### src/rtl/drink_pkg.sv
// Shared state encoding, coin values and widths for the drink vending controller.
package drink_pkg;

  localparam int CREDIT_W = 4;

  localparam logic [2:0] ST_IDLE      = 3'd0;
  localparam logic [2:0] ST_COLLECT   = 3'd1;
  localparam logic [2:0] ST_VEND_REQ  = 3'd2;
  localparam logic [2:0] ST_VEND_REL  = 3'd3;
  localparam logic [2:0] ST_CHG_PULSE = 3'd4;
  localparam logic [2:0] ST_CHG_GAP   = 3'd5;

  localparam logic [CREDIT_W-1:0] HALF_VAL = 4'd1;
  localparam logic [CREDIT_W-1:0] ONE_VAL  = 4'd2;

  typedef enum logic [2:0] {
    S_IDLE      = ST_IDLE,
    S_COLLECT   = ST_COLLECT,
    S_VEND_REQ  = ST_VEND_REQ,
    S_VEND_REL  = ST_VEND_REL,
    S_CHG_PULSE = ST_CHG_PULSE,
    S_CHG_GAP   = ST_CHG_GAP
  } state_e;

  // Both coin pulses in one cycle simply add up.
  function automatic logic [CREDIT_W-1:0] coin_value(input logic half, input logic one);
    logic [CREDIT_W-1:0] val;
    val = '0;
    if (half) val = val + HALF_VAL;
    if (one)  val = val + ONE_VAL;
    return val;
  endfunction

endpackage

### src/rtl/drink_idle_timer.sv
// Clearable down-counter that flags the cycle in which an idle period runs out.
module drink_idle_timer
  import drink_pkg::*;
#(
  parameter int TIMEOUT_CYC = 1000
) (
  input  logic clk,
  input  logic reset,
  input  logic clear_i,
  input  logic enable_i,
  output logic expire_o
);

  localparam int CNT_W = $clog2(TIMEOUT_CYC);
  localparam logic [CNT_W-1:0] LOAD_VAL = CNT_W'(TIMEOUT_CYC - 1);

  logic [CNT_W-1:0] count_q, count_d;

  always_comb begin
    count_d = count_q;
    if (clear_i) begin
      count_d = LOAD_VAL;
    end else if (enable_i && (count_q != '0)) begin
      count_d = count_q - CNT_W'(1);
    end
  end

  always_ff @(posedge clk or negedge reset) begin
    if (!reset) begin
      count_q <= '0;
    end else begin
      count_q <= count_d;
    end
  end

  // A clear in the same cycle (a fresh coin) wins over expiry.
  assign expire_o = enable_i && !clear_i && (count_q == '0);

endmodule

### src/rtl/drink_vend_controller.sv
// Coin credit accumulation, dispenser handshake and one-pulse-per-half-unit change payout.
module drink_vend_controller
  import drink_pkg::*;
#(
  parameter int PRICE_HALVES = 5,
  parameter int TIMEOUT_CYC  = 1000,
  parameter int CHG_GAP      = 2
) (
  input  logic                clk,
  input  logic                reset,
  input  logic                coin_half,
  input  logic                coin_one,
  input  logic                cancel,
  input  logic                vend_ack,
  output logic                vend_req,
  output logic                change_pulse,
  output logic                coin_block,
  output logic                busy,
  output logic [CREDIT_W-1:0] credit
);

  localparam logic [CREDIT_W-1:0] PRICE = CREDIT_W'(PRICE_HALVES);
  localparam int GAP_W = $clog2(CHG_GAP + 1);
  localparam logic [GAP_W-1:0] GAP_LAST = GAP_W'(CHG_GAP - 1);

  state_e              state_q, state_d;
  logic [CREDIT_W-1:0] credit_q, credit_d;
  logic [GAP_W-1:0]    gap_q, gap_d;
  logic                vend_req_q, change_pulse_q, busy_q;

  logic [CREDIT_W-1:0] credit_sum;
  logic                timer_clear, timer_en, timer_expire;

  assign timer_en    = (state_q == S_COLLECT);
  assign timer_clear = !timer_en || coin_half || coin_one;

  drink_idle_timer #(
    .TIMEOUT_CYC(TIMEOUT_CYC)
  ) u_idle_timer (
    .clk      (clk),
    .reset    (reset),
    .clear_i  (timer_clear),
    .enable_i (timer_en),
    .expire_o (timer_expire)
  );

  // Next-state, credit and gap counter; coins are only looked at while not busy.
  always_comb begin
    credit_sum = credit_q + coin_value(coin_half, coin_one);
    state_d    = state_q;
    credit_d   = credit_q;
    gap_d      = gap_q;
    unique case (state_q)
      S_IDLE, S_COLLECT: begin
        credit_d = credit_sum;
        if (cancel || timer_expire) begin
          state_d = (credit_sum != '0) ? S_CHG_PULSE : S_IDLE;
        end else if (credit_sum >= PRICE) begin
          state_d = S_VEND_REQ;
        end else if (credit_sum != '0) begin
          state_d = S_COLLECT;
        end else begin
          state_d = S_IDLE;
        end
      end
      S_VEND_REQ: begin
        if (vend_ack) begin
          credit_d = credit_q - PRICE;
          state_d  = S_VEND_REL;
        end
      end
      S_VEND_REL: begin
        if (!vend_ack) begin
          state_d = (credit_q != '0) ? S_CHG_PULSE : S_IDLE;
        end
      end
      S_CHG_PULSE: begin
        credit_d = credit_q - CREDIT_W'(1);
        gap_d    = '0;
        state_d  = (credit_d != '0) ? S_CHG_GAP : S_IDLE;
      end
      S_CHG_GAP: begin
        if (gap_q == GAP_LAST) begin
          state_d = S_CHG_PULSE;
        end else begin
          gap_d = gap_q + GAP_W'(1);
        end
      end
      default: begin
        state_d = S_IDLE;
      end
    endcase
  end

  // Outputs are registered from the next state so they line up with the state register.
  always_ff @(posedge clk or negedge reset) begin
    if (!reset) begin
      state_q        <= S_IDLE;
      credit_q       <= '0;
      gap_q          <= '0;
      vend_req_q     <= 1'b0;
      change_pulse_q <= 1'b0;
      busy_q         <= 1'b0;
    end else begin
      state_q        <= state_d;
      credit_q       <= credit_d;
      gap_q          <= gap_d;
      vend_req_q     <= (state_d == S_VEND_REQ);
      change_pulse_q <= (state_d == S_CHG_PULSE);
      busy_q         <= !((state_d == S_IDLE) || (state_d == S_COLLECT));
    end
  end

  assign vend_req     = vend_req_q;
  assign change_pulse = change_pulse_q;
  assign busy         = busy_q;
  assign coin_block   = busy_q;
  assign credit       = credit_q;

endmodule

### config.mk
export PLATFORM = sky130hd
export DESIGN_NAME = drink_vend_controller
export DESIGN_NICKNAME = d
export VERILOG_FILES = /design/src/rtl/drink_pkg.sv /design/src/rtl/drink_idle_timer.sv /design/src/rtl/drink_vend_controller.sv
export SDC_FILE = /design/constraint.sdc
export NUM_CORES = 1
export LEC_CHECK = 0
export CAP_MARGIN = 20
export CORE_UTILIZATION = 51
export DETAILED_ROUTE_END_ITERATION = 10
export GPL_TIMING_DRIVEN = 0
export PLACE_DENSITY = 0.86
export SYNTH_ARGS = -nofsm -noshare
export SYNTH_HDL_FRONTEND = slang
export SYNTH_SLANG_ARGS = --single-unit
### constraint.sdc
create_clock -name clk -period 2.25 [get_ports clk]
set_clock_uncertainty 0.2 [all_clocks]
set_input_delay 0.45 -clock clk [delete_from_list [all_inputs] [get_ports clk]]
set_output_delay 0.45 -clock clk [all_outputs]
set_load 0.05 [all_outputs]
==> run_results.csv <==
group,metric,value,unit
outcome,outcome,"finished with violations",
outcome,violations,"setup timing",
clock_network,htree_levels,1,
synth,synth_simple_gate_area_share,26.4,%
clock_network,clk_pin_slew,0.13,ns
job,maxCapViolCount,0,
clock_network,clkLatencyLatePin,0.31,ns
routing,drt_iter0_drc,40,
placement,place_ws,-0.631,ns
floorplanning,start_util,56.1,%
setup_path,end_kind,"register",
setup_path,cpPeakStageDelay,0.59,ns
layout,num_antenna_cells,0,
clock_network,cts_root_buf,"clkbuf_4",
placement,hpwlAfterDp,2320,microns
setup_path,crit_chain,"or4_4 > nor4b_4 > buf_6 > buf_4 > nor4_1 > xnor2_1 > nand2_1",
synth,syn_avg_cell_area,9.38,sq um
placement,place_congestion,0.933,
grt,grt_pass1_wl,5360,microns
grt,grt-ovfl-total,0,
routing,routed_wl,3360,microns
placement,place_area,0.00165,sq mm
floorplanning,rows,18,
setup_path,crit_arrival,2.30,ns
power_and_ir_drop,p_int,0.00127,W
setup_path,start_kind,"register",
timing,hold_viol,0,
synth,synth_seq_cells,22,
setup_path,worst-path-buf-inv,2,
power_and_ir_drop,p_leak,0.777,nW
routing,detail-route-antenna-nets,0,
layout,fillers,201,
worst_hold_path,min_path_cells,1,
synth,synth_top_area_share,37.9,%
grt,antenna_found_initial,0,
synth,synth_nets,170,
timing,rsz0062_at_grt,"true",
synth,synth_top_area_cell,"dfrtp_1",
routing,via_count,1268,
setup_path,r2r_slack,-0.06,ns
layout,nets,196,
synth,ys_top_cells_by_area,"dfrtp_1 (38%), ha_1 (6.9%), a21oi_1 (3.8%)",
layout,syn_to_final_growth,25.0,%
timing,period_minus_slack,2.31,ns
grt,grt_max_degree,23,
worst_hold_path,min_from,"gap_q[1]$_DFFE_PN0P_",
synth,synth_edf_count,0,
power_and_ir_drop,clock_power_share,9.1,%
floorplanning,core-area,0.00259,sq mm
synth,yosysSeqAreaShare,37.9,%
routing,vias_per_cell,6.04,
setup_path,path_max_fanout,7,
clock_network,cts-hold-fix-buffers,0,
setup_path,reg2reg_to,"u_idle_timer.count_q[5]$_DFFE_PN0P_",
power_and_ir_drop,power_frac_seq,26.1,%
setup_path,crit_family,"simple AND/OR/NAND/NOR gates",
layout,drive_gt1_share,22.8,%
layout,fin_area,0.00182,sq mm
grt,grt_pass1_vias,1233,
timing,finalWorstSetupSlack,-0.0638,ns
synth,synthesis.area,0.00145,sq mm
grt,track_usage,21.9,%
floorplanning,ios,14,
timing,min_period_over_period,103,%
synth,synth_mux_area_share,1.46,%
synth,synth_top_family_by_area,"simple AND/OR/NAND/NOR gates",
power_and_ir_drop,power_density,1320,mW/mm^2
synth,yosys.area_share.xor_xnor,3.61,%
synth,synth_compound_area_share,17.6,%
clock_network,cts_inserted_buffers,3,
timing,worst_pin_slew,0.968,ns
synth,netlist_instances,155,
clock_network,cts_buffer_depth,2,
timing,finalSetupViolations,4,
worst_hold_path,holdCritPathClass,"reg -> reg",
timing,max_freq,432,MHz
timing,slew_viol_final,0,
setup_path,critical_path_class,"reg -> reg",
power_and_ir_drop,swShare,47.2,%
timing,whs,0.357,ns
setup_path,critPathRequiredTime,2.24,ns
clock_network,cts_tree,"built",
routing,drtPass1Iterations,6,
setup_path,r2r.worst_path.cells,7,
power_and_ir_drop,power_frac_comb,64.8,%
layout,area.sequential,553,sq um
layout,multi_input_area,927,sq um
floorplanning,die_y,55.4,microns
synth,async_flop_share,100,%
routing,drc_errors,0,
floorplanning,die_x,55.4,microns
worst_hold_path,whs_endpoint,"gap_q[1]$_DFFE_PN0P_",
synth,synthFlopType,"dfrtp_1",
power_and_ir_drop,ir_drop,0.960,mV
timing,slew_headroom,35.3,%
synth,synthAdderAreaFrac,8.26,%
routing,wl_per_cell,16.0,microns
placement,numPortBuffers,13,
synth,yosysWarnings,0,
setup_path,timing.rr.start,"u_idle_timer.count_q[5]$_DFFE_PN0P_",
synth,synth.distinct_cells,50,
floorplanning,die-area,0.00307,sq mm
power_and_ir_drop,p_sw,0.00114,W
setup_path,crit_path_top_delay_cell,"or4_4",
clock_network,cts.sinks,22,
==> power groups by stage <==
stage | clock, W | sequential [W] | combinational [W]
6_report | 0.000220 | 0.000628 | 0.00156
5_1_grt | 0.000239 | 0.000644 | 0.00169
4_1_cts | 0.000225 | 0.000619 | 0.00143
3_5_place_dp | 0 | 0.000640 | 0.00137
3_3_place_gp | 0 | 0.000638 | 0.00133
2_1_floorplan | 0 | 0.000819 | 0.000833
==> cell usage in the layout, fill, tap and decap left out, drive strengths merged, types with 2 or more instances in the layout <==
cell type	count
a21oi	11
a22o	4
and2	2
buf	11
clkbuf	8
clkdlybuf4s50	7
dfrtp	22
dlygate4sd2	2
dlymetal6s2s	3
ha	8
inv	8
nand2	12
nand2b	7
nand3	3
nor2	8
nor2b	4
nor3	7
nor3b	3
nor4	2
nor4b	3
o211ai	3
o21ai	7
o22ai	2
o31ai	2
or2	2
or3	4
or4	2
xnor2	5
==> Yosys cell counts, drive strengths merged (2+ instances only) <==
master / instances
nor3b: 3
ha: 8
nor2: 8
nand2b: 7
or4: 2
dfrtp: 22
o31ai: 2
a21oi: 11
xnor2: 5
nor2b: 4
a22o: 4
o211ai: 3
nor3: 7
and2: 2
buf: 3
or3: 4
nand3: 3
o21ai: 7
clkbuf: 4
nor4: 2
o22ai: 2
or2: 2
nor4b: 3
nand2: 12
inv: 8
==> sequential cells by signal, indices dropped and copies added (netlist names) <==
name                  count
busy                      1
change_pulse              1
credit                    4
gap_q                     2
state_q                   3
u_idle_timer.count_q     10
vend_req                  1
==> worst max path at each step <==
stage,cells after the start,from,slack (ns),end
global route,7,u_idle_timer.count_q[5]$_DFFE_PN0P_,-0.18,u_idle_timer.count_q[5]$_DFFE_PN0P_
CTS,8,credit[0]$_DFFE_PN0P_,-0.03,busy$_DFF_PN0_
detailed placement,9,coin_half,-0.63,vend_req$_DFF_PN0_
finish,7,u_idle_timer.count_q[5]$_DFFE_PN0P_,-0.06,u_idle_timer.count_q[5]$_DFFE_PN0P_
floorplan,8,credit[0]$_DFFE_PN0P_,-0.13,vend_req$_DFF_PN0_
global placement,9,coin_half,-0.56,vend_req$_DFF_PN0_
==> metal layers <==
layer	global-route usage (%)	vias up	wire length [microns]
met4	9.29	0	76
met2	37.5	33	1690
met1	27.8	622	1480
met3	2.81	8	111
met5	0	-	0
li1	-	605	-
==> per-stage QoR <==
step / power [W] / TNS, ns / std cells / util, %
after floorplan: 0.00165 / -0.436 / 155 / -
after global placement: 0.00197 / -3.63 / 198 / 63.6
after detailed placement: 0.00201 / -4.57 / 198 / 63.6
after CTS: 0.00228 / -0.0608 / 205 / 66.0
after global routing: 0.00258 / -0.787 / 210 / 70.2
final: 0.00241 / -0.162 / 210 / 70.2
==> what timing repair did <==
item / CTS / global route
gates resized for setup: 4 / 15
pin swaps: 2 / 5
setup endpoints to repair: 9 / 9
setup buffers: 3 / 5
==> cells by family (layout without fill, tap and decap cells) <==
family                     after synthesis  count (layout)
adders and majority gates                9               9
and+or+nand+nor                         64              64
xor gates and xnor gates                 6               6
AOI/OAI and AO/OA                       37              37
muxes                                    2               2
DFF                                     22              22
buffers and inverters                   15              40
==> layout make-up <==
type | count | share of cell area, %
clock buffers | 4 | 2.00
inverters | 8 | 1.65
multi-input cells | 118 | 51.0
plain buffers | 7 | 2.13
flip-flops and latches | 22 | 30.4
well taps | 30 | 2.06
repair buffers | 21 | 10.7
(Power assumes the default switching activity.)
